File: src/rtl/clk_div_mc_pkg.sv
// Shared types and helpers for the multi-channel clock divider.
// Optional bypass of ratios 0/1 is enabled by defining CLK_DIV_MC_BYPASS_EN.
package clk_div_mc_pkg;

    typedef enum logic [0:0] {
        IDLE = 1'b0,
        RUN  = 1'b1
    } state_e;

    localparam int unsigned MIN_RATIO = 2;

    // Ratio actually loaded at a period start; ratios below 2 either bypass or clamp.
    function automatic logic [31:0] eff_ratio(input logic [31:0] r);
`ifdef CLK_DIV_MC_BYPASS_EN
        return r;
`else
        return (r < MIN_RATIO) ? 32'(MIN_RATIO) : r;
`endif
    endfunction

endpackage

File: src/rtl/clk_div_mc_ch.sv
// One divider channel: IDLE/RUN FSM, period counter, shadow ratio, registered outputs.
// With CLK_DIV_MC_BYPASS_EN, ratios 0/1 route i_ref_clk straight to o_div_clk.
module clk_div_mc_ch #(
    parameter int unsigned DIV_RATIO_WIDTH = 8,
    parameter int unsigned RESET_RATIO     = 2
) (
    input  logic                       i_ref_clk,
    input  logic                       i_rst,
    input  logic                       i_clk_en,
    input  logic [DIV_RATIO_WIDTH-1:0] i_div_ratio,
    output logic                       o_div_clk,
    output logic                       o_tick,
    output logic                       o_active
);
    import clk_div_mc_pkg::*;

    localparam int unsigned W = DIV_RATIO_WIDTH;

    state_e         state_q, state_d;
    logic [W-1:0]   cnt_q, cnt_d;
    logic [W-1:0]   ract_q, ract_d;
    logic           div_q, div_d;
    logic           tick_q, tick_d;
    logic           act_q, act_d;

    logic [W-1:0]   cnt_inc;
    logic [W-1:0]   high_len;
    logic           boundary;
    logic           byp;

    assign cnt_inc  = cnt_q + W'(1);
    assign high_len = ract_q >> 1;

`ifdef CLK_DIV_MC_BYPASS_EN
    assign byp      = (ract_q < W'(MIN_RATIO));
`else
    assign byp      = 1'b0;
`endif
    // In bypass every cycle is a boundary, so the ratio can change on any edge.
    assign boundary = byp || (cnt_q == (ract_q - W'(1)));

    always_comb begin
        state_d = state_q;
        cnt_d   = cnt_q;
        ract_d  = ract_q;
        div_d   = div_q;
        tick_d  = 1'b0;
        act_d   = act_q;
        if ((state_q == IDLE) || boundary) begin
            if (i_clk_en) begin
                state_d = RUN;
                cnt_d   = '0;
                ract_d  = W'(eff_ratio(32'(i_div_ratio)));
                div_d   = 1'b1;
                tick_d  = 1'b1;
                act_d   = 1'b1;
            end else begin
                state_d = IDLE;
                cnt_d   = '0;
                div_d   = 1'b0;
                act_d   = 1'b0;
            end
        end else begin
            cnt_d = cnt_inc;
            div_d = (cnt_inc < high_len);
        end
    end

    always_ff @(posedge i_ref_clk) begin
        if (i_rst) begin
            state_q <= IDLE;
            cnt_q   <= '0;
            ract_q  <= W'(RESET_RATIO);
            div_q   <= 1'b0;
            tick_q  <= 1'b0;
            act_q   <= 1'b0;
        end else begin
            state_q <= state_d;
            cnt_q   <= cnt_d;
            ract_q  <= ract_d;
            div_q   <= div_d;
            tick_q  <= tick_d;
            act_q   <= act_d;
        end
    end

`ifdef CLK_DIV_MC_BYPASS_EN
    assign o_div_clk = (act_q && byp) ? i_ref_clk : div_q;
`else
    assign o_div_clk = div_q;
`endif
    assign o_tick   = tick_q;
    assign o_active = act_q;

endmodule

File: src/rtl/clk_div_mc.sv
// Multi-channel integer clock divider: NUM_CH independent channels on one reference clock.
// Define CLK_DIV_MC_BYPASS_EN to let ratios 0/1 pass the reference clock through.
module clk_div_mc #(
    parameter int unsigned NUM_CH          = 2,
    parameter int unsigned DIV_RATIO_WIDTH = 8,
    parameter int unsigned RESET_RATIO     = 2
) (
    input  logic                              i_ref_clk,
    input  logic                              i_rst,
    input  logic [NUM_CH-1:0]                 i_clk_en,
    input  logic [NUM_CH*DIV_RATIO_WIDTH-1:0] i_div_ratio,
    output logic [NUM_CH-1:0]                 o_div_clk,
    output logic [NUM_CH-1:0]                 o_tick,
    output logic [NUM_CH-1:0]                 o_active
);

    for (genvar c = 0; c < NUM_CH; c++) begin : g_ch
        clk_div_mc_ch #(
            .DIV_RATIO_WIDTH (DIV_RATIO_WIDTH),
            .RESET_RATIO     (RESET_RATIO)
        ) u_ch (
            .i_ref_clk   (i_ref_clk),
            .i_rst       (i_rst),
            .i_clk_en    (i_clk_en[c]),
            .i_div_ratio (i_div_ratio[c*DIV_RATIO_WIDTH +: DIV_RATIO_WIDTH]),
            .o_div_clk   (o_div_clk[c]),
            .o_tick      (o_tick[c]),
            .o_active    (o_active[c])
        );
    end

endmodule

File: config.mk
export PLATFORM = sky130hd
export DESIGN_NAME = clk_div_mc
export DESIGN_NICKNAME = d
export VERILOG_FILES = /design/src/rtl/clk_div_mc_pkg.sv /design/src/rtl/clk_div_mc_ch.sv /design/src/rtl/clk_div_mc.sv
export SDC_FILE = /design/constraint.sdc
export NUM_CORES = 1
export LEC_CHECK = 0
export CAP_MARGIN = 20
export CORE_ASPECT_RATIO = 1.2
export CORE_MARGIN = 1.5
export CORE_UTILIZATION = 55
export DETAILED_ROUTE_END_ITERATION = 12
export PLACE_DENSITY_LB_ADDON = 0.12
export SYNTH_ARGS = -nofsm -noshare
export SYNTH_HDL_FRONTEND = slang
export SYNTH_SLANG_ARGS = --single-unit
File: constraint.sdc
create_clock -name i_ref_clk -period 3.9 [get_ports i_ref_clk]
set_clock_uncertainty 0.2 [all_clocks]
set_input_delay 0.78 -clock i_ref_clk [delete_from_list [all_inputs] [get_ports i_ref_clk]]
set_output_delay 0.78 -clock i_ref_clk [all_outputs]
set_load 0.005 [all_outputs]
[Yosys cells after proc, flatten, opt, wreduce, memory -nomap -nowiden]
Cells that the tools add are included.
Widths: inputs -> output; s select.
Cells by class
  add/sub/neg operators: 4
  multipliers: 0
  div/mod/pow operators: 0
  order comparisons: 4
  equality and inequality tests: 2
  shift operators: 0
  muxes and demuxes: 6
  bitwise operators: 4
  reduce and logical (&&, ||, !) cells: 8
Operators with widths (number)
  $add 8x1->8 const B: 2
  $eq 8x8->1: 2
  $lt 8x2->1 const B: 2
  $lt 8x7->1: 2
  $mux 8: 2
  $sub 8x1->8 const B: 2
  $reduce_or 2->1: 4
  $mux 1: 4
  $not 1->1: 4
  $reduce_and 2->1: 2
  $logic_or 1x1->1: 2
Word-level totals
  flip-flop bits (word level): 38
  bits in latches: 0
  bits in writable memories: 0
  memory bits (read-only): 0
  output and inout bits: 6
  logic and storage cells: 38
  memories kept: 0

[Longest topological paths before layout]
  depth in word-level cells: 5
  gate-level depth with buffers: 9

[Hierarchy]
Synthesis repeated with hierarchy kept, for this count alone.
Unflattened totals
  cells, all modules: 278
  area total of the unflattened synthesis: 2406.1 µm²
By module, submodules not included
  clk_div_mc_ch (g_ch[1].u_ch): instances 1, cells each 139, area an instance 1204.9 µm², sequential area each 380.4 µm²
  clk_div_mc_ch (g_ch[0].u_ch): instances 1, cells each 139, area an instance 1201.2 µm², sequential area each 380.4 µm²

[Least setup slack after synthesis]
No wires, ideal clock.
  path kind: register to register
  start: register g_ch[0].u_ch.ract_q[2]
  end: register g_ch[0].u_ch.div_q
  setup time: 0.117 ns
  arrival time: 2.459 ns
  required time: 3.583 ns
  setup slack: 1.124 ns
  stages on the path, launching flop included: 8
  path buffers: 1
  cells stage by stage: dfxtp_1 > or4_4 > or4_4 > a2111oi_2 > o2111ai_2 > and3_4 > buf_6 > a32o_1
Between the ends
  word-level cells in the longest chain between the ends: 4
  elaborated cells on any way between the ends: 5
Ends and longest elaborated chain
  start: declaration: RTL line clk_div_mc_ch.sv:21  | logic [W-1:0] ract_q, ract_d;
  start signal: assignment: RTL line clk_div_mc_ch.sv:73  | ract_q <= W'(RESET_RATIO);
  start signal: assignment: RTL line clk_div_mc_ch.sv:80  | ract_q <= ract_d;
  $sub 8x1->8: RTL line clk_div_mc_ch.sv:40  | assign boundary = byp || (cnt_q == (ract_q - W'(1)));
  $eq 8x8->1: RTL line clk_div_mc_ch.sv:40
  $logic_or 1x1->1: RTL line clk_div_mc_ch.sv:49  | if ((state_q == IDLE) || boundary) begin
  $mux 1 (*): RTL line clk_div_mc_ch.sv:49
  end signal: assignment: RTL line clk_div_mc_ch.sv:81  | div_q <= div_d;
  end: declaration: RTL line clk_div_mc_ch.sv:22  | logic div_q, div_d;
Mark *: on every way between the ends. The rest lies on a longest branch, timed or not.
A chain may end at the register's enable or synchronous reset.

[Final worst setup path]
  start: register g_ch[0].u_ch.ract_q[2]
  end: register g_ch[0].u_ch.ract_q[3]
Between the ends
  word-level cells in the longest chain between the ends: 4
Ends and longest elaborated chain (RTL line)
  $sub 8x1->8: clk_div_mc_ch.sv:40
  $eq 8x8->1: clk_div_mc_ch.sv:40
  $logic_or 1x1->1: clk_div_mc_ch.sv:49
  $reduce_and 2->1 (no source line)
No other way between the ends.

==> out/results.ini <==
[sta]
fin_crit_ns = 3.12
maxSlewViolCount = 0
rsz0062_at_grt = no
tightest_slew_ns = 0.973
finalSetupViolCount = 0
finalCritPeriodShare_pct = 80.1
max_clock_freq_mhz = 320
setup_ws_ns = 0.775
holdWs_ns = 0.295
maxSlewHeadroom_pct = 35.0
setup_tns_ns = 0
finalHoldViolations = 0

[worst_hold_path]
hold_path.class = register to register

[synthesis]
ys_seq_area_share_pct = 32.5
syn_inst = 267
ys_ff_latch = 38
ys_types = 45
netlist_area_sq_mm = 0.00234
async_flop_share_pct = 0
yosysTopAreaCell = dfxtp_1
syn_area_per_cell_sq_um = 8.76
syn-num-nets = 303
synth_flop_cell = dfxtp_1
synthTopCellsByArea = dfxtp_1, xnor2_1, ha_1
yosys_warnings = 0
synth_edf_count = 0
synth_top_area_share_pct = 32.5

[routing]
wl_um = 4970
wire_per_inst_um = 14.6
viasPerCell = 5.59
antenna_left = 0
first_pass_iters = 5
drc = 0
vias = 1906
drtIter0Drc = 81

[global_route]
grt_pass1_vias = 1891
grt_pass1_wl_um = 8470
globalRouteMet1Util_pct = 24.3
grt_max_degree = 27
antenna_found_initial = 0
gr-usage-met2_pct = 44.4
use_met3_pct = 5.45
track_usage_pct = 23.3
grt_most_used_layer = met2
grt_overflow = 0

[run]
drv_cap = 0

[placement]
dp_hpwl_um = 3980
gp_congestion = 0.812
dp_slack_ns = 0.779
port_buffers = 25
dp.cells = 334
post_dp_cell_area_sq_mm = 0.00258

[worst_setup_path]
path_cells = or4_4, or4_4, a2111oi_2, o2111ai_2, a21boi_2, mux2i_1
critPathCaptureType = register
cp_common_cell = or4_4
max_stage_delay_ns = 0.58
critPathMaxFanout = 11
cp_slowest_cell = a21boi_2
required_ns = 3.91
start_kind = register
critPathKind = register to register
worst_ep_arrival_time_ns = 3.14

[final_layout]
multi_input_area_sq_mm = 0.00141
antenna_cells = 0
fillers = 378
fin_area_sq_mm = 0.00266
fin_cells = 341
layout_common_cells = dfxtp_1, nand2_1, clkdlybuf4s50_1, xnor2_1, inv_1
mostFrequentLayoutCell = dfxtp_1
seqCellArea_sq_um = 761
fin_nets = 323
post-route-util_pct = 66.4
area_growth_pct = 13.6
drive_gt1_share_pct = 7.32

[pwr]
fin_total_pwr_mw = 0.882
pwr-share-clk_pct = 28.5
p_seq_share_pct = 49.6
pwr-share-comb_pct = 22.0
internal-power_mw = 0.634
powerDensity_mw_per_mm2 = 332
static-leakage-power_nw = 1.05
p_sw_mw = 0.248
switching_share_pct = 28.1
vdd_ir_drop_max_uv = 211

[floorplanning]
rows = 25
placeableCoreArea_sq_mm = 0.00400
dieArea_sq_mm = 0.00466
ios = 26
chipHeight_um = 74.5
start_util_pct = 58.4
die_w_um = 62.5

[clock_network]
cts-root-buf = clkbuf_8
insertion_delay_ns = 0.29
cts_resized = 0
htreeDepth = 2
cts_tree = done
numCtsBuffers = 5
cts.reportedPaths.clkPinSlew_ns = 0.07
clock_sinks = 38
post_cts_buffers = 0
postCtsHoldBufs = 0
clockBufferDepth = 2

[status]
status = completed

==> sequential cells by signal, indices dropped and copies added (netlist names) <==
name                 cells
g_ch.u_ch.cnt_q         16
g_ch.u_ch.o_active       1
g_ch.u_ch.o_div_clk      2
g_ch.u_ch.o_tick         2
g_ch.u_ch.ract_q        16
g_ch.u_ch.state_q        1
==> Yosys cell counts, types with 3 or more instances <==
master / n
nand2_1: 26
a22oi_1: 3
nor3_1: 6
o21ai_0: 3
nor2_1: 17
clkbuf_1: 6
xor2_1: 7
and2_1: 4
o31ai_1: 7
dfxtp_1: 38
and2_2: 6
nor4_1: 5
inv_1: 18
nand3_1: 7
buf_4: 6
a21oi_1: 9
xnor2_1: 23
mux2i_1: 10
nand4_1: 3
o2111ai_1: 8
nor2b_1: 9
ha_1: 16
==> worst max-delay path, delay by kind of cell (launching register included) <==
family | cells | cell delay, ns
AOI/OAI and AO/OA | 3 | 1.15
and+or+nand+nor | 2 | 1.06
DFF | 1 | 0.37
muxes | 1 | 0.25
==> kinds of logic (layout without fill, tap and decap cells) <==
logic type | count (synthesis) | after routing | synth area share [%]
compound gates | 47 | 47 | 15.8
simple gates | 92 | 92 | 20.5
flops | 38 | 38 | 32.5
xor+xnor | 30 | 30 | 11.2
buf+inv | 34 | 54 | 7.06
mux | 10 | 10 | 4.28
fa+ha+maj | 16 | 16 | 8.56
==> cell type report <==
class	count	share of cell area, %
Clock buffer	7	2.87
Sequential cell	38	28.6
Multi-Input combinational cell	195	53.2
Timing Repair Buffer	27	9.98
Inverter	20	2.82
Tap cell	54	2.54
==> final timing paths <==
path | from | endpoint | slack, ns | cells after the start
worst min register to register | g_ch[0].u_ch.ract_q[7] | g_ch[0].u_ch.ract_q[7] | 0.30 | 2
worst max register to register | g_ch[0].u_ch.ract_q[2] | g_ch[0].u_ch.ract_q[3] | 0.78 | 6
worst max-delay path | g_ch[0].u_ch.ract_q[2] | g_ch[0].u_ch.ract_q[3] | 0.78 | 6
worst min-delay path | g_ch[0].u_ch.ract_q[7] | g_ch[0].u_ch.ract_q[7] | 0.30 | 2
==> power by group through the flow <==
stage | logic [mW] | registers [mW] | clock network (mW)
floorplan | 0.146 | 0.438 | 0
global placement | 0.191 | 0.445 | 0
detailed placement | 0.195 | 0.446 | 0
CTS | 0.195 | 0.437 | 0.256
global route | 0.217 | 0.441 | 0.275
finish | 0.194 | 0.437 | 0.251
==> per-layer routing <==
metal	share of wire [%]	wire length (um)
met1	41	2050
met2	53	2650
met3	2.6	127
met4	2.9	146
met5	0	0
Power figures use the tool's default switching activity.
